File: src/rtl/hinge_loss_stream_mean_pkg.sv
// Shared types and width helpers for the streaming hinge-loss mean block.
// Build option: define HINGE_SQUARED_EN to reduce squared hinge (h*h >> FRAC_W) instead of h.
package hinge_loss_pkg;

   typedef enum logic [1:0] {IDLE, ACC, DIV, OUT} state_t;

`ifdef HINGE_SQUARED_EN
   localparam bit SQ_EN = 1'b1;
`else
   localparam bit SQ_EN = 1'b0;
`endif

   // Width of the per-beat value fed to the accumulator and of out_mean
   function automatic int unsigned hw_f(input int unsigned data_w, input int unsigned frac_w,
                                        input bit squared);
      return squared ? (2 * (data_w + 1) - frac_w) : (data_w + 1);
   endfunction

   function automatic int unsigned acc_w_f(input int unsigned data_w, input int unsigned frac_w,
                                           input int unsigned cnt_w, input bit squared);
      return hw_f(data_w, frac_w, squared) + cnt_w;
   endfunction

   function automatic int unsigned one_f(input int unsigned frac_w);
      return 32'd1 << frac_w;
   endfunction

endpackage

File: src/rtl/hinge_loss_stream_mean_if.sv
// Beat input stream and per-frame result stream of hinge_loss_stream_mean.
interface hinge_loss_stream_mean_if
   import hinge_loss_pkg::*;
#(
   parameter int unsigned DATA_W = 16,
   parameter int unsigned FRAC_W = 8,
   parameter int unsigned CNT_W  = 16
);
   localparam int unsigned HW    = hw_f(DATA_W, FRAC_W, SQ_EN);
   localparam int unsigned ACC_W = acc_w_f(DATA_W, FRAC_W, CNT_W, SQ_EN);

   logic              in_valid;
   logic              in_ready;
   logic [DATA_W-1:0] in_pred;
   logic              in_target;
   logic              in_last;
   logic              out_valid;
   logic              out_ready;
   logic [HW-1:0]     out_mean;
   logic [ACC_W-1:0]  out_sum;
   logic [CNT_W-1:0]  out_count;
   logic              out_ovf;

   modport master (
      output in_valid, in_pred, in_target, in_last, out_ready,
      input  in_ready, out_valid, out_mean, out_sum, out_count, out_ovf
   );

   modport slave (
      input  in_valid, in_pred, in_target, in_last, out_ready,
      output in_ready, out_valid, out_mean, out_sum, out_count, out_ovf
   );

endinterface

File: src/rtl/hinge_loss_stream_mean_div_seq.sv
// Restoring divider: one quotient bit per cycle, MSB first, NUM_W cycles after start.
module hinge_div_seq #(
   parameter int unsigned NUM_W = 33,
   parameter int unsigned DEN_W = 16
) (
   input  logic             clk,
   input  logic             rst,
   input  logic             start,
   input  logic [NUM_W-1:0] num,
   input  logic [DEN_W-1:0] den,
   output logic             busy,
   output logic             done,
   output logic [NUM_W-1:0] quot
);
   localparam int unsigned BC_W = $clog2(NUM_W + 1);

   logic [DEN_W-1:0] rem_q;
   logic [DEN_W-1:0] den_q;
   logic [NUM_W-1:0] quot_q;
   logic [BC_W-1:0]  bits_q;
   logic [DEN_W:0]   trial;
   logic             fits;

   // quot_q doubles as the dividend shift register: its MSB feeds the remainder
   always_comb begin
      trial = {rem_q, quot_q[NUM_W-1]};
      fits  = (trial >= {1'b0, den_q});
   end

   always_ff @(posedge clk) begin
      if (rst) begin
         rem_q  <= '0;
         den_q  <= '0;
         quot_q <= '0;
         bits_q <= '0;
      end else if (start) begin
         rem_q  <= '0;
         den_q  <= den;
         quot_q <= num;
         bits_q <= BC_W'(NUM_W);
      end else if (busy) begin
         rem_q  <= fits ? DEN_W'(trial - {1'b0, den_q}) : trial[DEN_W-1:0];
         quot_q <= {quot_q[NUM_W-2:0], fits};
         bits_q <= bits_q - 1'b1;
      end
   end

   assign busy = (bits_q != '0);
   assign done = (bits_q == BC_W'(1));
   assign quot = quot_q;

endmodule

File: src/rtl/hinge_loss_stream_mean.sv
// Per-frame mean of hinge loss max(0, ONE - y*pred) over an in_last-delimited beat stream.
// Build option: HINGE_SQUARED_EN switches the per-beat value to (h*h) >> FRAC_W.
module hinge_loss_stream_mean
   import hinge_loss_pkg::*;
#(
   parameter int unsigned DATA_W = 16,
   parameter int unsigned FRAC_W = 8,
   parameter int unsigned CNT_W  = 16
) (
   input  logic                     clk,
   input  logic                     rst,
   hinge_loss_stream_mean_if.slave  bus
);
   localparam int unsigned HB    = DATA_W + 1;
   localparam int unsigned HW    = hw_f(DATA_W, FRAC_W, SQ_EN);
   localparam int unsigned ACC_W = acc_w_f(DATA_W, FRAC_W, CNT_W, SQ_EN);
   localparam logic signed [DATA_W+1:0] ONE_S = (DATA_W + 2)'(one_f(FRAC_W));

   state_t                   state_q, state_d;
   logic                     in_rdy, beat, out_v;
   logic signed [DATA_W:0]   pred_x, yp;
   logic signed [DATA_W+1:0] m;
   logic [HB-1:0]            h;
   logic [HW-1:0]            hv;
`ifdef HINGE_SQUARED_EN
   logic [2*HB-1:0]          sq;
`endif
   logic [ACC_W-1:0]         acc_q, acc_nx;
   logic [CNT_W-1:0]         cnt_q, cnt_nx;
   logic                     ovf_q, ovf_nx, cnt_sat;
   logic                     div_start, div_busy, div_done;
   logic [ACC_W-1:0]         div_quot;

   // One extra bit on yp lets -(-2^(DATA_W-1)) be represented exactly
   always_comb begin
      pred_x = {bus.in_pred[DATA_W-1], bus.in_pred};
      yp     = bus.in_target ? pred_x : -pred_x;
      m      = ONE_S - $signed({yp[DATA_W], yp});
      h      = m[DATA_W+1] ? '0 : m[DATA_W:0];
`ifdef HINGE_SQUARED_EN
      sq     = {{HB{1'b0}}, h} * {{HB{1'b0}}, h};
      hv     = HW'(sq >> FRAC_W);
`else
      hv     = h;
`endif
   end

   assign in_rdy    = !rst && !div_busy && (state_q == IDLE || state_q == ACC);
   assign beat      = bus.in_valid && in_rdy;
   assign div_start = beat && bus.in_last;
   assign out_v     = (state_q == OUT);

   // Divider is loaded with the post-beat totals so division starts on the last-beat edge
   always_comb begin
      cnt_sat = &cnt_q;
      acc_nx  = acc_q + ACC_W'(hv);
      cnt_nx  = cnt_sat ? cnt_q : cnt_q + 1'b1;
      ovf_nx  = ovf_q | cnt_sat;
   end

   always_ff @(posedge clk) begin
      if (rst) begin
         acc_q <= '0;
         cnt_q <= '0;
         ovf_q <= 1'b0;
      end else if (beat) begin
         acc_q <= acc_nx;
         cnt_q <= cnt_nx;
         ovf_q <= ovf_nx;
      end else if (out_v && bus.out_ready) begin
         acc_q <= '0;
         cnt_q <= '0;
         ovf_q <= 1'b0;
      end
   end

   always_ff @(posedge clk) begin
      if (rst) state_q <= IDLE;
      else     state_q <= state_d;
   end

   always_comb begin
      state_d = state_q;
      unique case (state_q)
         IDLE: if (beat) state_d = bus.in_last ? DIV : ACC;
         ACC:  if (beat && bus.in_last) state_d = DIV;
         DIV:  if (div_done) state_d = OUT;
         OUT:  if (bus.out_ready) state_d = IDLE;
      endcase
   end

   hinge_div_seq #(
      .NUM_W(ACC_W),
      .DEN_W(CNT_W)
   ) u_div (
      .clk  (clk),
      .rst  (rst),
      .start(div_start),
      .num  (acc_nx),
      .den  (cnt_nx),
      .busy (div_busy),
      .done (div_done),
      .quot (div_quot)
   );

   assign bus.in_ready  = in_rdy;
   assign bus.out_valid = out_v;
   assign bus.out_mean  = out_v ? HW'(div_quot) : '0;
   assign bus.out_sum   = out_v ? acc_q : '0;
   assign bus.out_count = out_v ? cnt_q : '0;
   assign bus.out_ovf   = out_v && ovf_q;

endmodule

File: src/flat_wrapper.sv
// flat-port wrapper written by rule: the top's interface ports become plain ports
module hinge_loss_stream_mean_flat import hinge_loss_pkg::*;
#(
   parameter int unsigned DATA_W = 16,
   parameter int unsigned FRAC_W = 8,
   parameter int unsigned CNT_W  = 16
)
  (clk, rst, bus_in_valid, bus_in_pred, bus_in_target, bus_in_last, bus_out_ready, bus_in_ready, bus_out_valid, bus_out_mean, bus_out_sum, bus_out_count, bus_out_ovf);
  hinge_loss_stream_mean_if #(.DATA_W(DATA_W), .FRAC_W(FRAC_W), .CNT_W(CNT_W)) bus_i ();
  input  logic clk;
  input  logic rst;
  input wire logic [$bits(bus_i.in_valid)-1:0] bus_in_valid;
  input wire logic [$bits(bus_i.in_pred)-1:0] bus_in_pred;
  input wire logic [$bits(bus_i.in_target)-1:0] bus_in_target;
  input wire logic [$bits(bus_i.in_last)-1:0] bus_in_last;
  input wire logic [$bits(bus_i.out_ready)-1:0] bus_out_ready;
  output wire logic [$bits(bus_i.in_ready)-1:0] bus_in_ready;
  output wire logic [$bits(bus_i.out_valid)-1:0] bus_out_valid;
  output wire logic [$bits(bus_i.out_mean)-1:0] bus_out_mean;
  output wire logic [$bits(bus_i.out_sum)-1:0] bus_out_sum;
  output wire logic [$bits(bus_i.out_count)-1:0] bus_out_count;
  output wire logic [$bits(bus_i.out_ovf)-1:0] bus_out_ovf;
  assign bus_i.in_valid = bus_in_valid;
  assign bus_i.in_pred = bus_in_pred;
  assign bus_i.in_target = bus_in_target;
  assign bus_i.in_last = bus_in_last;
  assign bus_i.out_ready = bus_out_ready;
  assign bus_in_ready = bus_i.in_ready;
  assign bus_out_valid = bus_i.out_valid;
  assign bus_out_mean = bus_i.out_mean;
  assign bus_out_sum = bus_i.out_sum;
  assign bus_out_count = bus_i.out_count;
  assign bus_out_ovf = bus_i.out_ovf;
  hinge_loss_stream_mean #(.DATA_W(DATA_W), .FRAC_W(FRAC_W), .CNT_W(CNT_W)) u_core (.clk(clk), .rst(rst), .bus(bus_i));
endmodule
File: config.mk
export PLATFORM = sky130hd
export DESIGN_NAME = hinge_loss_stream_mean_flat
export DESIGN_NICKNAME = d
export VERILOG_FILES = /design/src/rtl/hinge_loss_stream_mean_pkg.sv /design/src/rtl/hinge_loss_stream_mean_if.sv /design/src/rtl/hinge_loss_stream_mean_div_seq.sv /design/src/rtl/hinge_loss_stream_mean.sv /design/src/flat_wrapper.sv
export SDC_FILE = /design/constraint.sdc
export NUM_CORES = 1
export LEC_CHECK = 0
export BUFFER_PORTS_ARGS = -buffer_cell sky130_fd_sc_hd__buf_4
export CORE_ASPECT_RATIO = 0.75
export CORE_UTILIZATION = 42
export CTS_CLUSTER_DIAMETER = 60
export DETAILED_ROUTE_END_ITERATION = 8
export PLACE_DENSITY = 0.63
export SYNTH_ARGS = -nofsm -noshare
export SYNTH_HDL_FRONTEND = slang
export SYNTH_SLANG_ARGS = --single-unit
File: constraint.sdc
create_clock -name clk -period 6.65 [get_ports clk]
set_clock_uncertainty 0.15 [all_clocks]
set_input_delay 0.665 -clock clk [delete_from_list [all_inputs] [get_ports clk]]
set_output_delay 0.665 -clock clk [all_outputs]
set_load 0.05 [all_outputs]
[After elaboration in Yosys (flattened, before gate mapping)]
Cells that the tools add are included.
Word-level totals
  output and inout port bits: 69
  bits in registers: 123
  input port bits: 22
  word-level logic and storage cells: 64
Cells by class
  reduce and logical (&&, ||, !) cells: 16
  multiplexer cells: 23
  bitwise operators: 1
  add/subtract/negate cells: 6
  equal/unequal tests: 8
  magnitude comparators: 1
Operator list (number)
  33-bit two-way mux: 5
  16-bit two-way mux: 5
  17-bit two-way mux: 3
  33-bit by 17-bit adder with 33-bit output: 1
  10-bit by 17-bit subtractor with 18-bit output, first input constant: 1
  17-bit by 16-bit greater-or-equal comparator with 1-bit output: 1
  16-bit negation with 17-bit output: 1
  16-bit by 1-bit adder with 16-bit output, second input constant: 1
  16-bit AND reduction: 1
  16-bit subtractor: 1
  6-bit two-way mux: 2
  2-bit two-way mux: 5
  2-bit one-hot mux with 4 select lines: 1
  6-bit by 1-bit == test with 1-bit output, second input constant: 1
  1-bit logical AND: 6
  2-bit by 1-bit inequality test with 1-bit output, second input constant: 3
  6-bit nonzero test: 1
  6-bit by 1-bit subtractor with 6-bit output, second input constant: 1
  2-bit == test, second input constant: 2
  4-bit AND reduction: 1
  2-bit nonzero test: 2
  2-bit by 1-bit == test with 1-bit output, second input constant: 1
  1-bit logical NOT: 2
  2-bit logical NOT: 1
  other kinds (5): 6

[Depth between registers and ports, before layout]
  depth after elaboration: 8
  gate-level depth with buffers: 21

[Modules after synthesis]
A second synthesis with hierarchy kept.
Second synthesis, totals
  cells, all modules: 1164
  area, all modules: 8838.5 um2
By module, submodules not included
  hinge_loss_stream_mean: instances 1, area each 4903.5 um2, cells each 649, sequential area each 1041.0 um2
  hinge_div_seq: instances 1, area each 3935.0 um2, cells each 515, sequential area each 1421.4 um2

[Worst setup path before layout]
Ideal clock, no wire load.
  kind: input to register
  from: input bus_in_pred[0]
  to: register u_core.u_div.quot_q[32] (netlist: u_core.u_div.quot[32])
  slack: 1.366 ns
  required time: 6.358 ns
  stages on the path: 20
  path buffers: 1
  data arrival time: 4.992 ns
  cells stage by stage: inv_1 ha_1 or3b_1 a211oi_2 nand4b_2 o31ai_4 nand2_4 nor4_4 nor2b_2 buf_6 nor2_2 ha_1 and3_1 a2111oi_1 a21o_1 a211o_1 nand2_1 a311o_1 o21ai_1 a311oi_1
On the way
  cells in the longest elaborated chain, start to end: 6
Ends and longest elaborated chain
  start, declared: RTL line flat_wrapper.sv:13  | input wire logic [$bits(bus_i.in_pred)-1:0] bus_in_pred;
  16-bit negation with 17-bit output: RTL line hinge_loss_stream_mean.sv:37  | yp = bus.in_target ? pred_x : -pred_x;
  17-bit two-way mux (*): RTL line hinge_loss_stream_mean.sv:37
  10-bit by 17-bit subtractor with 18-bit output (*): RTL line hinge_loss_stream_mean.sv:38  | m = ONE_S - $signed({yp[DATA_W], yp});
  17-bit two-way mux (*): RTL line hinge_loss_stream_mean.sv:39  | h = m[DATA_W+1] ? '0 : m[DATA_W:0];
  33-bit by 17-bit adder with 33-bit output (*): RTL line hinge_loss_stream_mean.sv:56  | acc_nx = acc_q + ACC_W'(hv);
  33-bit two-way mux (*): RTL line hinge_loss_stream_mean_div_seq.sv:36  | end else if (start) begin
  end signal, assigned: RTL line hinge_loss_stream_mean_div_seq.sv:39  | quot_q <= num;
  end signal, assigned: RTL line hinge_loss_stream_mean_div_seq.sv:43  | quot_q <= {quot_q[NUM_W-2:0], fits};
  end, declared: RTL line hinge_loss_stream_mean_div_seq.sv:19  | logic [NUM_W-1:0] quot_q;
Every way passes the cells marked *; elsewhere a longest branch is shown, timed or not.
A chain may end at the register's enable or synchronous reset.

[Final worst setup path]
  from: input bus_in_pred[0]
  to: register u_core.acc_q[21]
On the way
  cells in the longest elaborated chain, start to end: 6
Ends and longest elaborated chain
  16-bit negation with 17-bit output: RTL line hinge_loss_stream_mean.sv:37
  17-bit two-way mux (*): RTL line hinge_loss_stream_mean.sv:37
  10-bit by 17-bit subtractor with 18-bit output (*): RTL line hinge_loss_stream_mean.sv:38
  17-bit two-way mux (*): RTL line hinge_loss_stream_mean.sv:39
  33-bit by 17-bit adder with 33-bit output (*): RTL line hinge_loss_stream_mean.sv:56
  33-bit two-way mux (*): RTL line hinge_loss_stream_mean.sv:66  | end else if (beat) begin
  end signal, assigned: RTL line hinge_loss_stream_mean.sv:67  | acc_q <= acc_nx;
  end, declared: RTL line hinge_loss_stream_mean.sv:28  | logic [ACC_W-1:0] acc_q, acc_nx;
Marked as above.

==> run metrics <==
Crit Path Category=in -> reg; Routed WL=23700 um; starting density of the core=0.431; clk root buf=clkbuf_16; Via-to-Cell Ratio=5.78; largest cells by area after synthesis=dfxtp_1 29%, ha_1 6.1%, a21oi_1 5.7%; worst slew pin tran=1150 ps; DR WL/cell=16.9 um; Final WS setup=769 ps; total grt overflow=0; Leak Pwr=3.81 nW; Startpoint Class=primary input; Compound-Gate Fraction of Synth Area=0.231; HPWL Detailed=16100 um; f_max=170 MHz; CTS buffer count=17; Max Slew Vio Count=0; P_sw=1.21 mW; Seq cells post-synth=123; sequential area share after synthesis=0.293; R2R depth=10; WP depth=20; syn nets=1147; VDD IR max=150 uV; CP Capture Type=flip-flop; DRC Markers=8; via count=8073; Sw Ratio=0.400; Worst EP required=6820 ps; Final Critical Period=5880 ps; Tot GR Track Use=0.239; post-synth top area share=0.293; layout cells sized above 1=0.142; IO Pins=91; I/O Buffers=90; CTS Hold Bufs=0; largest net degree at the start of global routing=72; final setup fails=0; worst path bufs/invs=2; area delta synth->final=16.6%; combinational share of power=0.409; filler cell count=1930; Reg clk slew, reported paths=70 ps; clk_lat worst skew=430 ps; Max-slew headroom=0.232; cell taking the most area after synthesis=dfxtp_1; final hold vios=0; clock share of power=0.309; slowest CP cell=o311ai_2; Die W=165 um; FP Rows=44; RSZ-0062 raised after global routing=false; Flop pwr share=0.282; cells resized by post-CTS repair=0; Syn Area/Cell=7.76 um2; Cell Pwr Density=311 nW/um2; core area=19500 um2; post-synthesis mux area share=0.0243; outcome=finished with violations; crit-path max cell delay=710 ps; first-pass GRT wire length=38900 um; commonest non-fill, non-tap cell in the layout=dfxtp_1; Most common cell on crit path=ha_1; number of diodes=0; die area=20600 um2; Adder-Cell Fraction of Synth Area=0.0659; Int Power=1.82 mW; Max Root-Sink Buffers=2; Hold WC Path Type=reg -> reg; GP Congestion=0.821; asr flop ratio synth=0; CTS tree=built; Die Y=124 um; initial antenna violation count=0; most frequent cells in the layout=123 x dfxtp_1, 101 x buf_4, 93 x a21oi_1; H-tree depth=4; CTS sink count=123; top_reg_cell synth=dfxtp_1; total negative setup slack=0 ps; area occupied by registers=2460 um2; multi-input logic area=5530 um2; setup repair bufs after CTS=0; synthesized cell area=8390 um2; XOR/XNOR share of the synthesized area=0.0781; crit-path max FO=14; number of synthesized flops with an enable pin=0; largest family of logic cells by synthesized area=simple AND/OR/NAND/NOR gates; initial drt markers=767; hold path depth=2; crit-path leading delay family=compound AO/OA/AOI/OAI gates; CP arrival=6050 ps; Post-Synthesis Cells=1082; pre-CTS setup slack=431 ps; sequence of cells on the critical path=buf_4 > inv_1 > ha_1 > or3b_1 > a211oi_2 > nand4b_2 > o31ai_4 > nand2_4 > nor4_4 > nor2b_2 > nor2_1 > ha_1 > a21o_1 > a21oi_1 > o21ai_1 > a31oi_1 > o311ai_2 > nand3_1 > and4_1 > a311o_1; failing checks=design-rule violations; MaxCap Viol Count=0; fin crit share=0.884; Final #Nets=1196; synth warn=0; antenna violation net count after detailed routing=0; post-synthesis cell type count=75; vias in the first global route=7332; drt pass-1 iters=7; simple-gate area share of the yosys netlist=0.257
-- worst reg2reg max path: stages (launching register included) --
cell and delay [ps]:
dfxtp_1 350, inv_1 70, ha_1 240, nand3_1 120, nor3_1 350, and2_1 190, buf_4 420, nand2_2 770
and3_1 500, a221oi_1 210, nor2_1 70
-- cells in the mapped netlist (3+ instances only) --
master / n
or3_1: 15
mux2i_1: 17
ha_1: 41
xor2_1: 32
nor3_1: 22
and2_1: 73
clkbuf_1: 60
nor2_1: 81
a21oi_1: 95
inv_1: 35
o21ai_1: 52
o31ai_1: 4
xnor2_1: 41
nand2_1: 80
a21o_1: 13
a211oi_1: 4
buf_2: 5
o22ai_1: 14
nand3_1: 46
nand4_1: 13
a41oi_1: 4
or2_2: 5
and4_1: 5
a31oi_1: 12
o21ai_0: 20
o21bai_1: 5
mux2_1: 3
nor2_2: 6
nand3b_1: 6
nand2b_1: 5
a211o_1: 4
o311a_1: 3
o21a_1: 6
nor4_1: 9
and3_1: 20
a22oi_1: 40
nor2b_1: 10
buf_1: 4
dfxtp_1: 123
-- per-layer routing --
layer	wire [um]	global-route usage
met5	0	0
met4	248	0.0583
met3	1430	0.0366
met2	9840	0.344
met1	12100	0.363
-- sequential cells by signal, indices dropped and copies added, names as in the netlist --
signal               count
u_core.cnt_q            16
u_core.u_div.den_q      16
u_core.u_div.quot       33
u_core.u_div.rem_q      16
u_core.state_q           2
u_core.acc_q            33
u_core.ovf_q             1
u_core.u_div.bits_q      6
-- per-stage QoR --
stage	area, um2	cells	power [mW]	utilization	hold slack (ps)
2_1_floorplan	8390	1082	1.79	-	287
3_3_place_gp	9200	1365	2.09	0.472	295
3_5_place_dp	9200	1365	2.10	0.472	305
4_1_cts	9790	1397	3.05	0.502	314
5_1_grt	9790	1397	3.23	0.502	332
6_report	9790	1397	3.04	0.502	311
-- power groups by stage --
stage | combinational, mW | clock (mW) | sequential (mW)
floorplan | 0.933 | 0 | 0.855
detailed placement | 1.23 | 0 | 0.871
global route | 1.38 | 0.990 | 0.864
CTS | 1.24 | 0.951 | 0.855
finish | 1.24 | 0.940 | 0.857
global placement | 1.22 | 0 | 0.871
-- final timing paths --
path | startpoint | endpoint | slack, ps
setup / recovery | bus_in_pred[0] | u_core.acc_q[21]$_SDFFE_PP0P_ | 770
hold / removal | u_core.u_div.den_q[4]$_SDFFE_PP0P_ | u_core.u_div.den_q[4]$_SDFFE_PP0P_ | 310
setup reg to reg | u_core.u_div.bits_q[0]$_SDFFE_PP0P_ | u_core.u_div.quot[22]$_SDFFE_PP0P_ | 3090
hold reg to reg | u_core.u_div.den_q[4]$_SDFFE_PP0P_ | u_core.u_div.den_q[4]$_SDFFE_PP0P_ | 310
-- cells by family (layout without fill, tap and decap cells) --
family / count (synthesis) / after routing
simple gates: 409 / 409
compound gates: 307 / 307
flops: 123 / 123
buf+inv: 106 / 168
xor+xnor: 74 / 74
fa+ha+maj: 43 / 43
mux: 20 / 20
-- layout make-up --
cell class | instances | share of cell area
multi-input cells | 853 | 0.565
flip-flops and latches | 123 | 0.252
repair buffers | 101 | 0.0775
clock buffers | 17 | 0.0435
well taps | 253 | 0.0323
clock inverters | 15 | 0.0166
inverters | 35 | 0.0134
Power figures use the tool's default switching activity.
